`src/rtl/scan_sequencer.sv`:
```
// Band/column scan sequencer for the five-stage image filter chain (MED, GAU, SOB, NMS, HYS).
// Optional drain watchdog enabled by defining SCHED_DRAIN_TIMEOUT_EN.
module scan_sequencer #(
    parameter int IMG_DIM = 20,
    parameter int AW      = 9
) (
    input  logic          clk,
    input  logic          reset,
    input  logic          start,
    input  logic          stall,
    input  logic          mod_readable,
    output logic [2:0]    stage,
    output logic          ksize5,
    output logic [AW-1:0] rd_addr,
    output logic          rd_valid,
    output logic          mod_en,
    output logic [AW-1:0] wr_addr,
    output logic          wr_valid,
    output logic          wb_req,
    output logic          busy,
    output logic          done,
    output logic          err
);

    localparam int CW = $clog2(IMG_DIM + 1);
    localparam logic [CW-1:0] LAST_COL = CW'(IMG_DIM - 1);
    localparam logic [AW-1:0] DIM_A    = AW'(IMG_DIM);
    localparam logic [AW-1:0] TOTAL3   = AW'((IMG_DIM - 2) * (IMG_DIM - 2));
    localparam logic [AW-1:0] TOTAL5   = AW'((IMG_DIM - 4) * (IMG_DIM - 4));
    localparam logic [2:0]    ST_MED   = 3'd1;
    localparam logic [2:0]    ST_GAU   = 3'd2;
    localparam logic [2:0]    ST_HYS   = 3'd5;

    typedef enum logic [2:0] {
        S_IDLE, S_SET_OP, S_PREP, S_SCAN, S_DRAIN, S_WB, S_DONE
    } state_t;

    state_t        state, state_nxt;
    logic [CW-1:0] band, col, wr_row, wr_col;
    logic [AW-1:0] wr_cnt;
    logic [CW-1:0] kmin1, half, last_band, last_wcol;
    logic [AW-1:0] total;
    logic          wr_full, accept, scan_go, timeout;

    // Kernel geometry follows the current stage: 5 rows for GAU, 3 otherwise.
    assign ksize5    = (stage == ST_GAU);
    assign kmin1     = ksize5 ? CW'(4) : CW'(2);
    assign half      = ksize5 ? CW'(2) : CW'(1);
    assign last_band = LAST_COL - kmin1;
    assign last_wcol = half + last_band;
    assign total     = ksize5 ? TOTAL5 : TOTAL3;

    assign wr_full = (wr_cnt == total);
    assign accept  = mod_readable && !wr_full && (state inside {S_SCAN, S_PREP, S_DRAIN});
    assign scan_go = (state == S_SCAN) && !stall;

    assign rd_addr = AW'(band) * DIM_A + AW'(col);
    assign wr_addr = AW'(wr_row) * DIM_A + AW'(wr_col);

`ifdef SCHED_DRAIN_TIMEOUT_EN
    logic [5:0] tmo_cnt;
    logic       err_q;

    // 64th idle drain cycle trips the watchdog; err shows up with the FSM already in IDLE.
    assign timeout = (state == S_DRAIN) && !wr_full && !accept && (tmo_cnt == 6'd63);

    always_ff @(posedge clk) begin
        if (reset) begin
            tmo_cnt <= '0;
            err_q   <= 1'b0;
        end else begin
            err_q <= timeout;
            if (state != S_DRAIN || accept)
                tmo_cnt <= '0;
            else
                tmo_cnt <= tmo_cnt + 6'd1;
        end
    end

    assign err = err_q;
`else
    assign timeout = 1'b0;
    assign err     = 1'b0;
`endif

    always_ff @(posedge clk) begin
        if (reset)
            state <= S_IDLE;
        else
            state <= state_nxt;
    end

    always_comb begin
        state_nxt = state;
        wb_req    = 1'b0;
        done      = 1'b0;
        busy      = (state != S_IDLE);
        rd_valid  = scan_go;
        mod_en    = scan_go && (col >= kmin1);
        wr_valid  = accept;
        unique case (state)
            S_IDLE:   if (start) state_nxt = S_SET_OP;
            S_SET_OP: state_nxt = S_PREP;
            S_PREP:   state_nxt = S_SCAN;
            S_SCAN:
                if (scan_go && col == LAST_COL)
                    state_nxt = (band == last_band) ? S_DRAIN : S_PREP;
            S_DRAIN:
                if (wr_full)
                    state_nxt = (stage == ST_HYS) ? S_DONE : S_WB;
                else if (timeout)
                    state_nxt = S_IDLE;
            S_WB: begin
                wb_req    = 1'b1;
                state_nxt = S_SET_OP;
            end
            S_DONE: begin
                done      = 1'b1;
                state_nxt = S_IDLE;
            end
            default:  state_nxt = S_IDLE;
        endcase
    end

    // Every path back to IDLE (done, watchdog, idle hold) leaves all counters and stage at zero.
    always_ff @(posedge clk) begin
        if (reset || state_nxt == S_IDLE) begin
            stage  <= '0;
            band   <= '0;
            col    <= '0;
            wr_row <= '0;
            wr_col <= '0;
            wr_cnt <= '0;
        end else if (state == S_SET_OP) begin
            stage  <= stage + 3'd1;
            band   <= '0;
            col    <= '0;
            wr_cnt <= '0;
            // stage still holds the previous value here; the next one is GAU if this is MED.
            wr_row <= (stage == ST_MED) ? CW'(2) : CW'(1);
            wr_col <= (stage == ST_MED) ? CW'(2) : CW'(1);
        end else begin
            if (scan_go) begin
                if (col == LAST_COL) begin
                    col <= '0;
                    if (band != last_band)
                        band <= band + CW'(1);
                end else begin
                    col <= col + CW'(1);
                end
            end
            if (accept) begin
                wr_cnt <= wr_cnt + AW'(1);
                if (wr_col == last_wcol) begin
                    wr_col <= half;
                    wr_row <= wr_row + CW'(1);
                end else begin
                    wr_col <= wr_col + CW'(1);
                end
            end
        end
    end

endmodule
```
`config.mk`:
```
export PLATFORM = sky130hd
export DESIGN_NAME = scan_sequencer
export DESIGN_NICKNAME = d
export VERILOG_FILES = /design/src/rtl/scan_sequencer.sv
export SDC_FILE = /design/constraint.sdc
export NUM_CORES = 1
export LEC_CHECK = 0
export ABC_AREA = 1
export CORE_MARGIN = 2
export CORE_UTILIZATION = 40
export DETAILED_ROUTE_END_ITERATION = 8
export HOLD_SLACK_MARGIN = 0.03
export PLACE_DENSITY_LB_ADDON = 0.1
export SLEW_MARGIN = 25
export SYNTH_ARGS = -nofsm -noshare
export SYNTH_HDL_FRONTEND = slang
export SYNTH_SLANG_ARGS = --single-unit
```
`constraint.sdc`:
```
create_clock -name clk -period 2.4 [get_ports clk]
set_input_delay 0.24 -clock clk [delete_from_list [all_inputs] [get_ports clk]]
set_output_delay 0.24 -clock clk [all_outputs]
set_load 0.005 [all_outputs]
```
== Word level (Yosys, flattened, before mapping) ==
Index checks and enable logic that the tools add are counted.

* Add/sub/neg operators: 10
* $mul: 2
* Order comparisons: 1
* Equality and inequality tests: 14
* Mux-type cells: 19
* Reductions and logical operators: 17

{| class="wikitable"
|+ Operator list
! cell !! number
|-
| $mux W5 || 7
|-
| $add A5 B1 Y5 const B || 4
|-
| $add A9 B5 Y9 || 2
|-
| $pmux W3 S6 || 1
|-
| $mux W3 || 5
|-
| $mul A5 B3 Y7 const B || 2
|-
| $eq A3 B3 Y1 const B || 4
|-
| $eq A5 B5 Y1 || 2
|-
| $add A9 B1 Y9 const B || 1
|-
| $eq A3 B2 Y1 const B || 3
|-
| $eq A9 B9 Y1 || 1
|-
| $mux W7 || 1
|-
| $eq A3 B1 Y1 const B || 2
|-
| $logic_not A3 Y1 || 2
|-
| $mux W2 || 3
|-
| $reduce_bool A3 Y1 || 2
|-
| $add A2 B5 Y5 || 1
|-
| $eq A5 B5 Y1 const B || 1
|-
| $ge A5 B3 Y1 || 1
|-
| $logic_and A1 B1 Y1 || 5
|-
| $ne A5 B5 Y1 || 1
|-
| $sub A5 B3 Y5 const A || 1
|-
| $reduce_bool A2 Y1 || 2
|-
| $add A3 B1 Y3 const B || 1
|-
| other kinds (6) || 8
|}

* Flip-flop bits (word level): 35
* Bits of input ports: 5
* Output and inout bits: 29
* Word-level logic and storage cells: 70

== Longest topological paths before layout ==
Gate-level depths: netlist (run 1).

* Word-level depth: 10
* Depth in mapped cells: 15
* Mapped depth without buffers: 14

== Worst setup path after synthesis (run 1) ==
Ideal clock, no wire load.

* Kind: register to output
* Start point: register band[1]
* End point: output port rd_addr[7]
* Arrival: 1.798 ns
* Required time: 2.160 ns
* Slack: 0.362 ns
* Stages on the path, launching flop included: 6
* Path buffers: 0
* Cells stage by stage: dfxtp_1 ha_1 ha_1 fa_1 nor3b_1 xor2_1

* Word-level cells in the longest chain between the ends: 2

{| class="wikitable"
|+ Ends and longest elaborated chain
! element !! RTL line !! RTL
|-
| from (decl) || 39 || <nowiki>logic [CW-1:0] band, col, wr_row, wr_col;</nowiki>
|-
| from (signal assigned) || 147 || <nowiki>band <= band + CW'(1);</nowiki>
|-
| $mul A5 B3 Y7 || 57 || <nowiki>assign rd_addr = AW'(band) * DIM_A + AW'(col);</nowiki>
|-
| $add A9 B5 Y9 || 57 ||
|-
| to (decl) || 14 || <nowiki>output logic [AW-1:0] rd_addr,</nowiki>
|}

Every way passes these cells.

== Final worst setup path (run 1) ==
* Start point: register wr_row[3]
* End point: output port wr_addr[6]

* Word-level cells in the longest chain between the ends: 2

{| class="wikitable"
|+ Ends and longest elaborated chain
! element !! RTL line !! RTL
|-
| from (decl) || 39 ||
|-
| from (signal assigned) || 140 || <nowiki>wr_row <= (stage == ST_MED) ? CW'(2) : CW'(1);</nowiki>
|-
| from (signal assigned) || 156 || <nowiki>wr_row <= wr_row + CW'(1);</nowiki>
|-
| $mul A5 B3 Y7 || 58 || <nowiki>assign wr_addr = AW'(wr_row) * DIM_A + AW'(wr_col);</nowiki>
|-
| $add A9 B5 Y9 || 58 ||
|-
| to (decl) || 17 || <nowiki>output logic [AW-1:0] wr_addr,</nowiki>
|}

Every way passes these cells.

==> key figures, run 1 <==
Cells and area
  – Area of the multi-input gates: 1820 um^2
  – Area delta synth->final: 27.1%
  – Share of layout cells above drive strength 1: 15.5%
  – FILL cells: 670
  – Final instance area: 3500 um^2
  – NumNets Final: 496
  – Ant. Diodes: 0
  – Finished Core Util: 52.1%
  – Sequential cell area: 713 um^2

STA
  – Tcrit/Tclk final: 96.3%
  – Max Freq: 433 MHz
  – Final Skew: 0.00265 ns
  – Final setup fails: 0
  – Final hold vios: 0
  – RSZ-0062 raised after global routing: no
  – Max Slew Vio Count: 0
  – Min Clock Period, post-route: 2.31 ns
  – Final WS setup: 0.0895 ns

Power and ir drop
  – Leak: 0.00169 uW
  – Total power: 1210 uW
  – Cell area power density: 347 nW/um^2
  – Worst VDD drop: 210 uV

Route
  – Post-route ant nets: 0
  – Drt pass-1 iters: 4
  – Via/cell ratio: 4.65
  – Routed wire length per instance: 11.0 um
  – Via count: 2495
  – Total Routed Length: 5920 um
  – DRC Markers: 0
  – DR iter-0 viols: 69

Min path
  – Hold crit path type: reg2reg
  – Worst hold stages: 4

Place
  – Gpl congestion: 0.791
  – Dpl ws: -0.0926 ns
  – DP HPWL: 4430 um
  – Post-DP Area: 3250 um^2
  – IO Port Bufs: 32

Logic synthesis
  – XOR/XNOR share of the synthesized area: 9.53%
  – Largest family of logic cells by synthesized area: simple AND/OR/NAND/NOR gates
  – Netlist cell types: 30
  – Share of the synthesized area in the top cell type: 25.4%
  – Adder-Cell Fraction of Synth Area: 16.1%
  – Post-synth top area cell: dfxtp_1
  – Simple-Gate Fraction of Synth Area: 28.9%
  – Mapped cell area: 2760 um^2
  – Sequential element share of the synthesized area: 25.4%
  – Number of synthesis warnings: 0
  – Mux share of post-synthesis cell area: 0%
  – Synth Net Count: 442
  – Synthesized area per cell: 6.82 um^2
  – Compound-cell area share of the yosys netlist: 6.04%
  – #FFs+latches synth: 35
  – Synth Instances: 404
  – Most area-consuming cells after synthesis: dfxtp_1 (25%), ha_1 (13%), nand2_1 (11%), inv_1 (11%), xor2_1 (8.3%)

Clocking
  – Clock Root Buffer: clkbuf_8
  – CTS clock-pin slew for the worst setup and hold paths: 0.07 ns
  – H-Tree Depth: 2
  – Clock Latency Late Sink: 0.28 ns
  – CTS tree: built
  – CTS sink cnt: 35
  – Num CTS Buffers: 5
  – Deepest clock path buffer count: 2

Run status
  – Status: finished clean

Worst setup path
  – Worst path required time: 2.16 ns
  – Slowest cell on the critical path: fa_1
  – Most frequent CP cell: ha_4
  – Critical Path AT: 2.07 ns
  – Crit Path Category: reg2out
  – Critical Path, Cell by Cell: ha_4 > ha_4 > inv_1 > fa_1 > inv_2 > buf_4 > xor2_1 > clkdlybuf4s15_1
  – R2R cell count: 11
  – CP endpoint kind: output pin
  – Worst setup SP type: register
  – Max FO, Critical Path: 3
  – Critical path's largest stage delay: 0.49 ns

Floorplanning
  – Initial Utilization: 41.0%
  – Die area: 7570 um^2
  – Die H: 87.0 um
  – Die width: 87.0 um
  – Core area: 6720 um^2
  – Ports: 34
  – Rows: 30

Global route
  – Number of global-route vias before repair: 2298
  – Pin count of the biggest net entering global routing: 20
  – Initial antenna violation count: 0
  – GR Overflow Total: 0
  – Gr usage total: 16.7%
  – First-pass GRT wire length: 10200 um

Run
  – Max-cap viol count: 0
what timing repair did:
action / CTS / global route
hold endpoints to repair: 0 / 0
pin swaps: 7 / 4
setup endpoints to repair: 10 / 8
hold buffers: 0 / 0
buffers inserted: 1 / 3
resized for setup: 37 / 16
final timing paths:
check / from / endpoint / slack [ns]
setup reg to reg: stage[0] / wr_row[2] / 0.48
hold reg to reg: wr_cnt[8] / wr_cnt[8] / 0.55
hold / removal: wr_cnt[8] / wr_cnt[8] / 0.55
setup / recovery: wr_row[3] / wr_addr[6] / 0.09
registers in the layout (all words and copies together) (netlist names):
name,flops
col,5
wr_cnt,9
wr_row,5
wr_col,5
band,5
state,3
stage,3
report_power, final:
part / leakage (uW) / switching [uW] / total, uW / internal (uW)
Clock: 0.0000371 / 202 / 396 / 193
Combinational: 0.00137 / 122 / 207 / 85.0
Sequential: 0.000288 / 17.5 / 612 / 594
Total: 0.00169 / 341 / 1210 / 873
cell families after synthesis:
group / after synthesis
other: 1
adder cells (fa/ha/maj): 33
AND/OR/NAND/NOR: 185
AO/OA/AOI/OAI: 30
buffers and inverters: 90
flip-flops: 35
XOR/XNOR: 30
metal layers:
layer	vias up	GRT usage [%]	share of wire [%]
met5	-	0	0
met4	0	3.98	0.42
met3	4	3.22	3.9
met2	48	27.9	47
met1	1097	22.2	49
li1	1346	-	-
layout by cell type, fill, tap and decap left out, drive strengths merged, types with 3 or more instances in the layout:
cell and count:
nand2 86, inv 81, nor2 59, dfxtp 35, nand3 29, ha 29, xor2 26, buf 26
clkdlybuf4s50 23, o21ai 17, clkbuf 8, nand4 6, a21oi 5, xnor2 4, fa 4, nor3 3
final cells by class:
cell class,instances,area share (%)
clock buffer,6,2.07
inverter,81,8.68
multi-input combinational,279,51.9
sequential,35,20.4
tap,80,2.86
timing repair buffer,56,14.1
through the flow:
| step | std cells | setup TNS (ns) | hold slack [ns] |
|---|---|---|---|
| 3_5_place_dp | 527 | -0.180 | 0.542 |
| 2_1_floorplan | 404 | 0 | 0.446 |
| 3_3_place_gp | 527 | -0.0409 | 0.534 |
| 6_report | 537 | 0 | 0.553 |
| 4_1_cts | 534 | -0.00777 | 0.557 |
| 5_1_grt | 537 | 0 | 0.597 |
cells in the mapped netlist (all sizes together):
cell type and count:
a21boi 2, a21oi 5, a22oi 1, a31oi 1, buf 9, conb 1, dfxtp 35, fa 4
ha 29, inv 81, nand2 86, nand3 29, nand4 6, nor2 59, nor3 3, nor3b 2
o211ai 1, o21a 1, o21ai 17, o22ai 2, xnor2 4, xor2 26
critical path, delay by kind of cell (launching register included):
| kind | cells | cell delay [ns] |
|---|---|---|
| fa+ha+maj | 3 | 0.90 |
| flops | 1 | 0.34 |
| buf+inv | 4 | 0.43 |
| xor+xnor | 1 | 0.13 |
Note: power is estimated with default switching activity, not from simulation.
==> run 2: changes to the inputs <==
--- a/config.mk
+++ b/config.mk
@@ -8,6 +8,7 @@
 export ABC_AREA = 1
 export CORE_MARGIN = 2
 export CORE_UTILIZATION = 40
+export CTS_CLUSTER_SIZE = 16
 export DETAILED_ROUTE_END_ITERATION = 8
 export HOLD_SLACK_MARGIN = 0.03
 export PLACE_DENSITY_LB_ADDON = 0.1
==> results of run 2 <==
The final DEF is identical to that of run 1; final timing and power are the same.
